**src/rtl/round_timer_ctrl.sv**
```systemverilog
// Round timer controller: counts a game round down in seconds, flags the
// final warning window, holds an expired indication until the game enters
// time-out, then counts the time-out period and requests a return to title.
module round_timer_ctrl #(
  parameter int CLK_DIV    = 65_000_000,
  parameter int ROUND_SEC  = 60,
  parameter int WARN_SEC   = 10,
  parameter int RETURN_SEC = 15
) (
  input  logic       clk,
  input  logic       rst,
  input  logic       wait_for_start,
  input  logic       game_on,
  input  logic       time_out,
  input  logic       pause,
  output logic       timer,
  output logic [7:0] seconds_left,
  output logic       warn,
  output logic       tick,
  output logic       return_title
);

  // A divider of 1 still needs a one-bit prescaler to keep the vector legal.
  localparam int PW = (CLK_DIV > 1) ? $clog2(CLK_DIV) : 1;
  localparam logic [PW-1:0] PRE_MAX   = PW'(CLK_DIV - 1);
  localparam logic [7:0]    ROUND_LD  = 8'(ROUND_SEC);
  localparam logic [7:0]    RETURN_LD = 8'(RETURN_SEC);

  typedef enum logic [2:0] {
    IDLE,
    LOAD,
    RUN,
    EXPIRED,
    RET_WAIT
  } state_t;

  state_t          state;
  logic [PW-1:0]   prescaler;
  logic [7:0]      sec_dec;
  logic            sec_done;

  // Decrement that saturates at zero so the seconds count can never wrap.
  function automatic logic [7:0] sat_dec(input logic [7:0] s);
    return (s == 8'd0) ? 8'd0 : s - 8'd1;
  endfunction

  // Warning window: strictly positive and no more than WARN_SEC seconds left.
  function automatic logic warn_for(input logic [7:0] s);
    return (s != 8'd0) && (int'(s) <= WARN_SEC);
  endfunction

  assign sec_dec  = sat_dec(seconds_left);
  assign sec_done = (prescaler == PRE_MAX) && !pause;

  // Round / time-out state machine; every output is a register of this block.
  always_ff @(posedge clk or negedge rst) begin
    if (!rst) begin
      state        <= IDLE;
      prescaler    <= '0;
      seconds_left <= '0;
      timer        <= 1'b0;
      warn         <= 1'b0;
      tick         <= 1'b0;
      return_title <= 1'b0;
    end else begin
      tick         <= 1'b0;
      return_title <= 1'b0;
      // A start request restarts from anywhere; LOAD itself always moves on.
      if (wait_for_start && (state != LOAD)) begin
        state        <= LOAD;
        seconds_left <= ROUND_LD;
        prescaler    <= '0;
        timer        <= 1'b0;
        warn         <= 1'b0;
      end else begin
        case (state)
          IDLE: begin
            seconds_left <= '0;
            timer        <= 1'b0;
            warn         <= 1'b0;
          end
          LOAD: begin
            state        <= RUN;
            seconds_left <= ROUND_LD;
            prescaler    <= '0;
            warn         <= warn_for(ROUND_LD);
          end
          RUN: begin
            // Abort takes precedence over a second boundary on the same edge.
            if (!game_on) begin
              state        <= IDLE;
              seconds_left <= '0;
              prescaler    <= '0;
              warn         <= 1'b0;
            end else if (sec_done) begin
              prescaler    <= '0;
              tick         <= 1'b1;
              seconds_left <= sec_dec;
              if (sec_dec == 8'd0) begin
                state <= EXPIRED;
                timer <= 1'b1;
                warn  <= 1'b0;
              end else begin
                warn  <= warn_for(sec_dec);
              end
            end else if (!pause) begin
              prescaler <= prescaler + PW'(1);
            end
          end
          EXPIRED: begin
            timer <= 1'b1;
            if (time_out) begin
              state        <= RET_WAIT;
              timer        <= 1'b0;
              seconds_left <= RETURN_LD;
              prescaler    <= '0;
            end
          end
          RET_WAIT: begin
            // Leaving time-out early means the player restarted via START.
            if (!time_out) begin
              state        <= IDLE;
              seconds_left <= '0;
              prescaler    <= '0;
            end else if (sec_done) begin
              prescaler    <= '0;
              tick         <= 1'b1;
              seconds_left <= sec_dec;
              if (sec_dec == 8'd0) begin
                state        <= IDLE;
                return_title <= 1'b1;
              end
            end else if (!pause) begin
              prescaler <= prescaler + PW'(1);
            end
          end
          default: begin
            state        <= IDLE;
            seconds_left <= '0;
            prescaler    <= '0;
            timer        <= 1'b0;
            warn         <= 1'b0;
          end
        endcase
      end
    end
  end

endmodule
```
**config.mk**
```make
export PLATFORM = sky130hd
export DESIGN_NAME = round_timer_ctrl
export DESIGN_NICKNAME = d
export VERILOG_FILES = /design/src/rtl/round_timer_ctrl.sv
export SDC_FILE = /design/constraint.sdc
export NUM_CORES = 1
export LEC_CHECK = 0
export CELL_PAD_IN_SITES_DETAIL_PLACEMENT = 0
export CELL_PAD_IN_SITES_GLOBAL_PLACEMENT = 2
export CORE_MARGIN = 3
export CORE_UTILIZATION = 36
export DETAILED_ROUTE_END_ITERATION = 8
export GPL_TIMING_DRIVEN = 0
export PLACE_DENSITY = 0.76
export SYNTH_ARGS = -nofsm -noshare
export SYNTH_HDL_FRONTEND = slang
export SYNTH_SLANG_ARGS = --single-unit
```
**constraint.sdc**
```tcl
create_clock -name clk -period 2.4 [get_ports clk]
set_input_delay 0.48 -clock clk [delete_from_list [all_inputs] [get_ports clk]]
set_output_delay 0.48 -clock clk [all_outputs]
set_load 0.1 [all_outputs]
```
==> impl_metrics.yaml <==
global_route:
  grt_antenna_before_repair: 0
  vias_in_the_first_global_route: 2413
  grt_max_degree: 24
  grt_use_met2_pct: 31.3
  use_met1_pct: 23.0
  grt_most_used_layer: "met2"
  grt_overflow: 0
  wire_length_of_the_first_global_routing_pass_mm: 12.5
  track_usage_pct: 17.8
  globalRouteMet3Util_pct: 2.74
timing:
  clock.fmax_ghz: 0.424
  rsz_0062_raised_after_global_routing: "true"
  timing.clock.skew_ps: 10.8
  report.final.hold_viol_count: 0
  worst_slew_pin_slew_ps: 975
  setup_violations: 0
  final_max_slew_viol_count: 0
  slew_headroom_pct: 34.8
  fin_crit_sh_pct: 98.3
  sum_neg_setup_slack_ps: 0
  finalCriticalPeriod_ps: 2360
routing:
  drt-vias-per-instance: 5.49
  drt_iter0_drcs: 68
  ant_nets: 0
  detail_route.wl_per_cell_um: 16.1
  routed_wirelength_mm: 7.21
  remaining_drc_errors: 0
  drt_first_pass_iters: 4
  num_vias: 2458
power_and_ir_drop:
  ir_worst_vdd_mv: 0.268
  sw_share_pct: 46.0
  power_frac_clock_pct: 18.8
  p_int_w: 0.00147
  power_leakage_nw: 1.27
  total_switching_power_w: 0.00125
  share_seq_of_total_power_pct: 31.8
  power_frac_comb_pct: 49.5
  power.density_nw_per_um2: 830
worst_setup_path:
  type_of_element_capturing_the_critical_path: "output pin"
  crit-reg2reg-launch: "seconds_left[0]"
  critPathLaunch: "seconds_left[1]"
  timing.critical_path.slowest_cell_delay_ps: 1140
  cp_data_arrival_time_ps: 1880
  critPathSlowestCell: "sky130_fd_sc_hd__clkdlybuf4s50_1"
  startpoint_type: "register"
  path_delay_family: "buffers and inverters"
  crit_buf_inv: 1
  cp_data_required_time_ps: 1920
  reg2reg_setup_slack_ps: 70
  critical_path.max_fanout: 6
  timing.critical_path.cells: "clkdlybuf4s50_1"
  criticalPathCategory: "register to output pin"
clocking:
  clock_latency_late_sink_ps: 300
  clock_tree.htree_level_count: 2
  buffer_depth_of_the_longest_clock_path: 2
  tritoncts_num_sinks: 41
  ctsRootBufferMaster: "sky130_fd_sc_hd__clkbuf_8"
  clock_transition_time_at_the_flip_flop_clock_pins_of_the_worst_setup_and_hold_paths_ps: 90
  cts_hold_repair.buffers: 0
  cts_made_buffers: 5
  clock_tree_from_tritoncts: "built"
logic_synthesis:
  mapped_area_um2: 2760
  synth_area_leader_cell: "sky130_fd_sc_hd__dfrtp_1"
  synthesized_netlist_cell_count: 324
  netlist_top_cells_area: "sky130_fd_sc_hd__dfrtp_1 37%, sky130_fd_sc_hd__xnor2_1 6.7%, sky130_fd_sc_hd__nor2_1 5.3%, sky130_fd_sc_hd__nor4_1 3.6%, sky130_fd_sc_hd__nand2_1 3.3%"
  synth-warning-count: 0
  register_bit_count_reported_by_yosys: 41
  postSynthAreaPerCell_um2: 8.52
  synthFlopType: "sky130_fd_sc_hd__dfrtp_1"
  synthesis.nets: 333
  yosysUniqueCellTypes: 56
  number_of_enable_type_register_cells_in_the_synthesized_netlist: 0
  netlist.area_leader.share_pct: 37.2
  yosysSeqAreaShare_pct: 37.2
  asyncSetResetFlopFracSynth_pct: 100
placement:
  hpwl_mm: 5.39
  gpl.final_weighted_congestion: 0.794
  place.port_buffers: 17
floorplan:
  die_width_um: 93.6
  initial_standard_cell_utilization_of_the_core_pct: 37.7
  top_level_ports: 18
  design.core.area_um2: 7330
  fp.dieArea_um2: 8750
  num_rows: 31
  chip_height_um: 93.6
finish:
  syn_to_final_growth_pct: 18.9
  drive_above_1_share_pct: 14.6
  num-nets-final: 357
  n_antenna_cell: 0
  utilization_pct: 44.8
job:
  cap_violations: 0
status:
  status: "completed"
worst_hold_path:
  hold_class: "primary input to asynchronous set/reset pin"
layout make-up:
cell class	instances	area, µm²
clock inverter	1	5.00
buffer	18	101
clock buffer	7	96.3
tap	99	124
inverter	11	41.3
multi-input combinational	252	1670
fill	758	4050
timing repair buffer	19	199
sequential	41	1040
layer usage:
metal  routed length, µm  up-vias
met3                 130        6
met2                3650       22
met5                   0        -
met1                3360     1201
met4                  69        0
li1                    -     1229
repair_timing:
item                       CTS  global route
cloned                       0             0
gates resized for setup      8            15
setup buffers                0             1
pin swaps                    0             2
setup endpoints to repair   29            36
kinds of logic (layout without fill, tap and decap cells):
logic type | Yosys count | count (layout) | share of synthesized area [%]
AND/OR/NAND/NOR | 158 | 158 | 32.0
AO/OA/AOI/OAI | 67 | 67 | 16.7
flip-flops | 41 | 41 | 37.2
buffers and inverters | 31 | 56 | 4.99
XOR/XNOR | 21 | 21 | 6.66
adder cells (fa/ha/maj) | 3 | 3 | 1.36
multiplexers | 3 | 3 | 1.09
registers in the layout, indices dropped and copies added, names as in the netlist:
| name | cells |
|---|---|
| warn | 1 |
| return_title | 1 |
| timer | 1 |
| tick | 1 |
| state | 3 |
| prescaler | 26 |
| seconds_left | 8 |
power groups by stage:
| stage | Combinational [W] | Clock (W) | Sequential (W) |
|---|---|---|---|
| 6_report | 0.00135 | 0.000511 | 0.000865 |
| 5_1_grt | 0.00146 | 0.000562 | 0.000878 |
| 4_1_cts | 0.00132 | 0.000533 | 0.000865 |
| 3_5_place_dp | 0.00132 | 0 | 0.000879 |
| 3_3_place_gp | 0.00133 | 0 | 0.000885 |
| 2_1_floorplan | 0.000697 | 0 | 0.00117 |
path summary, 6_finish.rpt:
kind                              endpoint  cells past startpoint
min reg2reg                           warn                      2
min in group clk                      warn                      2
max in group asynchronous  seconds_left[4]                      2
max                        seconds_left[1]                      1
min                               state[0]                      1
max reg2reg                          timer                      8
placed cells by master (no fill, tap or decap), types with 4 or more instances in the layout:
cell,netlist,routed
sky130_fd_sc_hd__nor2_1,39,38
sky130_fd_sc_hd__dfrtp_1,41,34
sky130_fd_sc_hd__nand2_1,24,24
sky130_fd_sc_hd__xnor2_1,21,21
sky130_fd_sc_hd__a21oi_1,17,17
sky130_fd_sc_hd__o21ai_0,15,15
sky130_fd_sc_hd__nor4_1,16,15
sky130_fd_sc_hd__inv_1,11,11
sky130_fd_sc_hd__nand3_1,11,11
sky130_fd_sc_hd__nand4_1,9,9
sky130_fd_sc_hd__clkdlybuf4s50_1,0,9
sky130_fd_sc_hd__nor3_1,8,7
sky130_fd_sc_hd__clkbuf_8,0,7
sky130_fd_sc_hd__clkbuf_2,1,6
sky130_fd_sc_hd__clkbuf_1,13,6
sky130_fd_sc_hd__or3_1,6,6
sky130_fd_sc_hd__and3_1,5,5
sky130_fd_sc_hd__a211o_1,5,5
sky130_fd_sc_hd__o31ai_1,5,5
sky130_fd_sc_hd__or4_1,6,5
sky130_fd_sc_hd__nor4b_1,4,4
sky130_fd_sc_hd__buf_2,4,4
sky130_fd_sc_hd__a2bb2oi_1,4,4
sky130_fd_sc_hd__dlymetal6s2s_1,0,4
sky130_fd_sc_hd__dfrtp_4,0,4
cell usage after synthesis (6+ instances only):
cell / count
sky130_fd_sc_hd__clkbuf_1: 13
sky130_fd_sc_hd__nand3_1: 11
sky130_fd_sc_hd__dfrtp_1: 41
sky130_fd_sc_hd__or4_1: 6
sky130_fd_sc_hd__a21oi_1: 17
sky130_fd_sc_hd__inv_1: 11
sky130_fd_sc_hd__nor3_1: 8
sky130_fd_sc_hd__xnor2_1: 21
sky130_fd_sc_hd__or3_1: 6
sky130_fd_sc_hd__nand4_1: 9
sky130_fd_sc_hd__nor4_1: 16
sky130_fd_sc_hd__o21ai_0: 15
sky130_fd_sc_hd__nand2_1: 24
sky130_fd_sc_hd__nor2_1: 39
stage by stage:
step / total power (W) / std cells / hold WS (ps) / setup slack [ps] / area, µm²
2_1_floorplan: 0.00187 / 324 / 184 / 6.97 / 2820
3_3_place_gp: 0.00221 / 440 / 509 / -707 / 3110
3_5_place_dp: 0.00220 / 441 / 464 / -648 / 3130
4_1_cts: 0.00272 / 449 / 134 / 5.90 / 3240
5_1_grt: 0.00290 / 448 / 143 / -11.7 / 3280
6_report: 0.00272 / 448 / 126 / 41.2 / 3280
Power figures use the tool's default switching activity.
